**src/rtl/handshaked_width_upsizer.sv**
```systemverilog
// rtl/handshaked_width_upsizer.sv - packs ITEMS narrow stream items into one masked wide output word
module handshaked_width_upsizer #(
  parameter int DATA_WIDTH = 2,
  parameter int ITEMS      = 4
) (
  input  logic                        clk,
  input  logic                        rst,
  input  logic [DATA_WIDTH-1:0]       dataIn_data,
  input  logic                        dataIn_last,
  input  logic                        dataIn_vld,
  output logic                        dataIn_rd,
  output logic [DATA_WIDTH*ITEMS-1:0] dataOut_data,
  output logic [ITEMS-1:0]            dataOut_mask,
  output logic                        dataOut_last,
  output logic                        dataOut_vld,
  input  logic                        dataOut_rd
);

  localparam int IW = (ITEMS > 1) ? $clog2(ITEMS) : 1;
  localparam int OW = DATA_WIDTH * ITEMS;
  localparam logic [IW-1:0] LAST_IDX = IW'(ITEMS - 1);

  logic [IW-1:0]    idx_q, idx_d;
  logic [OW-1:0]    acc_data_q, acc_data_d;
  logic [ITEMS-1:0] acc_mask_q, acc_mask_d;
  logic [OW-1:0]    out_data_q, out_data_d;
  logic [ITEMS-1:0] out_mask_q, out_mask_d;
  logic             out_last_q, out_last_d;
  logic             out_vld_q, out_vld_d;

  logic             completing;
  logic             accept;
  logic [OW-1:0]    merged_data;
  logic [ITEMS-1:0] merged_mask;

  // Accumulator with the incoming item dropped into the current slot
  always_comb begin
    merged_data = acc_data_q;
    for (int k = 0; k < ITEMS; k++) begin
      if (idx_q == IW'(k)) begin
        merged_data[k*DATA_WIDTH +: DATA_WIDTH] = dataIn_data;
      end
    end
    merged_mask = acc_mask_q | (ITEMS'(1) << idx_q);
  end

  // Only the beat that closes a word needs room in the output register
  assign completing = (idx_q == LAST_IDX) || dataIn_last;
  assign dataIn_rd  = !rst && (!completing || !out_vld_q || dataOut_rd);
  assign accept     = dataIn_vld && dataIn_rd;

  always_comb begin
    idx_d      = idx_q;
    acc_data_d = acc_data_q;
    acc_mask_d = acc_mask_q;
    out_data_d = out_data_q;
    out_mask_d = out_mask_q;
    out_last_d = out_last_q;
    out_vld_d  = out_vld_q;

    if (out_vld_q && dataOut_rd) begin
      out_vld_d = 1'b0;
    end

    if (accept) begin
      if (completing) begin
        out_data_d = merged_data;
        out_mask_d = merged_mask;
        out_last_d = dataIn_last;
        out_vld_d  = 1'b1;
        acc_data_d = '0;
        acc_mask_d = '0;
        idx_d      = '0;
      end else begin
        acc_data_d = merged_data;
        acc_mask_d = merged_mask;
        idx_d      = idx_q + IW'(1);
      end
    end
  end

  always_ff @(posedge clk) begin
    if (rst) begin
      idx_q      <= '0;
      acc_data_q <= '0;
      acc_mask_q <= '0;
      out_data_q <= '0;
      out_mask_q <= '0;
      out_last_q <= 1'b0;
      out_vld_q  <= 1'b0;
    end else begin
      idx_q      <= idx_d;
      acc_data_q <= acc_data_d;
      acc_mask_q <= acc_mask_d;
      out_data_q <= out_data_d;
      out_mask_q <= out_mask_d;
      out_last_q <= out_last_d;
      out_vld_q  <= out_vld_d;
    end
  end

  assign dataOut_data = out_data_q;
  assign dataOut_mask = out_mask_q;
  assign dataOut_last = out_last_q;
  assign dataOut_vld  = out_vld_q;

endmodule

```
**config.mk**
```make
export PLATFORM = sky130hd
export DESIGN_NAME = handshaked_width_upsizer
export DESIGN_NICKNAME = d
export VERILOG_FILES = /design/src/rtl/handshaked_width_upsizer.sv
export SDC_FILE = /design/constraint.sdc
export NUM_CORES = 1
export LEC_CHECK = 0
export ABC_AREA = 1
export CORE_MARGIN = 10
export CORE_UTILIZATION = 47
export DETAILED_ROUTE_END_ITERATION = 8
export HOLD_SLACK_MARGIN = 0.05
export PLACE_DENSITY_LB_ADDON = 0.25
export SLEW_MARGIN = 20
export SYNTH_ARGS = -nofsm -noshare
export SYNTH_HDL_FRONTEND = slang
export SYNTH_SLANG_ARGS = --single-unit
```
**constraint.sdc**
```tcl
create_clock -name clk -period 1.75 [get_ports clk]
set_input_delay 0.35 -clock clk [delete_from_list [all_inputs] [get_ports clk]]
set_output_delay 0.35 -clock clk [all_outputs]
set_load 0.1 [all_outputs]
```
==> impl_metrics.csv <==
group,metric,value,unit
run_status,outcome,"finished, final reports clean",
die,dieHeight,73.4,um
synthesis,yosysSeqAreaShare,41.8,%
routing,drt_iter0_drc,92,
routing,wl,3.02,mm
setup_path,startpoint_type,"flip-flop",
global_route,grt_pass1_vias,1199,
synthesis,avgSynthCellArea,6.64,sq um
routing,vias,1245,
sta,setup_viol,0,
global_route,grt_max_degree,17,
sta,worstMarginPinSlew,0.343,ns
synthesis,synth_top_area_share,41.8,%
clocking,cts.path.max_buffers,2,
clocking,clk_transition_reported_paths,0.15,ns
clocking,ctsHoldBuffers,0,
sta,clock_skew,0.00511,ns
die,die_w,73.4,um
global_route,grt.overflow.total,0,
synthesis,synth_area_leaders,"dfxtp_1, nand2_1, inv_1",
routing,drc,0,
synthesis,synth.distinct_cells,19,
sta,drv_slew,0,
sta,setup-tns-final,0,ns
synthesis,syn_nets,213,
cells_and_area,final_cell_area,0.00190,sq mm
cells_and_area,finalNetCount,245,
sta,period_needed,1.71,ns
setup_path,slowest_stage,"dfxtp_2",
die,num_io_pins,22,
clocking,clock_sinks,28,
sta,max_slew_margin,77.1,%
clocking,cts_buffers,3,
sta,hold_viol_final,0,
routing,detail_route.vias_per_cell,4.72,
power,totalPowerFinal,1.55,mW
cells_and_area,area_growth,41.6,%
sta,post-route-period-util,97.8,%
die,rows,19,
routing,drtPass1Iterations,4,
clocking,htree_num_levels,1,
clocking,clk_latency,0.34,ns
cells_and_area,finalCoreUtilization,69.5,%
die,dieArea,0.00539,sq mm
sta,rsz0062_at_grt,"yes",
setup_path,crit_path_end_kind,"primary output",
cells_and_area,seqCellArea,564,sq um
die,core,0.00273,sq mm
placement,gp_congestion,0.835,
global_route,grt_usage,12.1,%
cells_and_area,antenna_cells,0,
synthesis,syn_area,0.00134,sq mm
flow_run,cap_viol_max_count,0,
sta,whs,0.377,ns
global_route,grt_pass1_wl,5.31,mm
placement,io_buffer_count,21,
sta,fmax,584,MHz
synthesis,ys_warn_count,0,
setup_path,slowest_delay,0.37,ns
cells_and_area,drive_gt1_share,18.0,%
setup_path,cp_max_fo,4,
placement,dp_hpwl,2.18,mm
cells_and_area,fillerInstances,217,
global_route,antenna_found_initial,0,
setup_path,crit_arrival,1.36,ns
cells_and_area,multi_input_area,622,sq um
setup_path,critPathRequiredTime,1.40,ns
clocking,cts-root-buf,"clkbuf_4",
power,p_leak,0.938,nW
die,start_util,49.1,%
clocking,cts_tree,"done",
synthesis,syn_inst,202,
hold_path,min_path_type,"input port to flip-flop",
routing,ant_nets,0,
setup_path,crit_type,"flip-flop to primary output",
synthesis,yosysTopAreaCell,"dfxtp_1",
placement,placed_area,0.00178,sq mm
synthesis,ys_ff_latch,28,
power,vdd_ir_drop_max,0.894,mV
setup_path,path_cells,"ha_4 > inv_4 > nand2_4 > a21oi_4 > buf_12",
power,p_per_area,816,mW/mm^2
routing,wl_per_cell,11.4,um
==> cell type report <==
type,instances,area share (%)
Multi-Input combinational cell,128,32.7
Sequential cell,28,29.7
Timing Repair Buffer,34,24.9
Inverter,39,7.84
Tap cell,31,2.04
Clock inverter,1,1.58
Clock buffer,3,1.19
==> report_power, final <==
part           internal [mW]  switching, mW
combinational          0.156          0.273
clock                  0.232          0.193
sequential             0.672         0.0246
total                   1.06          0.490
==> worst paths after layout <==
path | startpoint | end | slack, ns | cells past startpoint
max | idx_q[1]$_SDFFE_PP0P_ | dataIn_rd | 0.04 | 5
min | dataOut_rd | dataOut_vld$_SDFF_PP0_ | 0.38 | 4
max reg2reg | idx_q[1]$_SDFFE_PP0P_ | acc_data_q[4]$_SDFFE_PP0P_ | 0.25 | 9
min reg2reg | acc_data_q[7]$_SDFFE_PP0P_ | acc_data_q[7]$_SDFFE_PP0P_ | 0.45 | 2
==> cells in the final DEF, fill, tap and decap left out <==
master / n
a21oi_4: 1
buf_12: 16
bufinv_16: 1
nand2_4: 1
nand2_2: 1
o21ai_0: 2
inv_2: 1
nand2_1: 64
nand4_4: 1
dlymetal6s2s_1: 1
a21oi_1: 10
nor2_1: 28
nand3_1: 2
clkdlybuf4s50_1: 5
inv_1: 37
inv_4: 1
dfxtp_2: 3
nand4_1: 11
o21ai_1: 1
buf_4: 12
o21bai_1: 2
ha_1: 3
clkbuf_4: 3
dfxtp_1: 25
ha_4: 1
==> cell families after synthesis <==
kind of cell,share of synthesized area [%]
AO/OA/AOI/OAI,6.34
adder cells (fa/ha/maj),3.73
buffers and inverters,14.0
flip-flops,41.8
AND/OR/NAND/NOR,34.1
==> cells in the mapped netlist <==
cell / number
clkbuf_1: 1
nor2_1: 28
buf_6: 1
dfxtp_1: 28
inv_1: 37
nand3_1: 2
o21ai_1: 1
a21oi_1: 11
buf_1: 1
nand2_1: 64
nand4_1: 11
buf_2: 3
o21ai_0: 2
ha_1: 4
nand4_4: 1
buf_4: 1
o21bai_1: 2
nand2_2: 2
inv_2: 2
==> flip-flops by register name, summed over array words and instances (netlist names) <==
register,cells
acc_mask_q,4
dataOut_vld,1
dataOut_last,1
idx_q,2
acc_data_q,8
dataOut_data,8
dataOut_mask,4
==> per-layer routing <==
metal	track usage [%]	share of wire, %	vias up
met2	19.2	47	29
met5	0	0	-
li1	-	-	666
met3	4.17	6.9	6
met4	5.18	1.8	0
met1	14.4	45	544
==> stage by stage <==
stage	std cells	setup slack, ns
after floorplan	202	0.102
after global placement	255	0.0681
after detailed placement	255	0.0380
after CTS	261	0.0149
after global routing	264	-0.0216
final	264	0.0388
==> timing repair <==
| item | 4_1_cts | 5_1_grt |
|---|---|---|
| gates resized for setup | 5 | 2 |
| setup endpoints to repair | 1 | 1 |
| pin swaps | 1 | 3 |
| buffers inserted | 2 | 3 |
| gates cloned | 0 | 0 |
==> critical path: cells and delay by family, from the launching register on <==
family	cells	cell delay, ns
AO/OA/AOI/OAI	1	0.17
adder cells (fa/ha/maj)	1	0.18
buffers and inverters	2	0.25
flip-flops	1	0.37
AND/OR/NAND/NOR	1	0.05
Power figures use the tool's default switching activity.
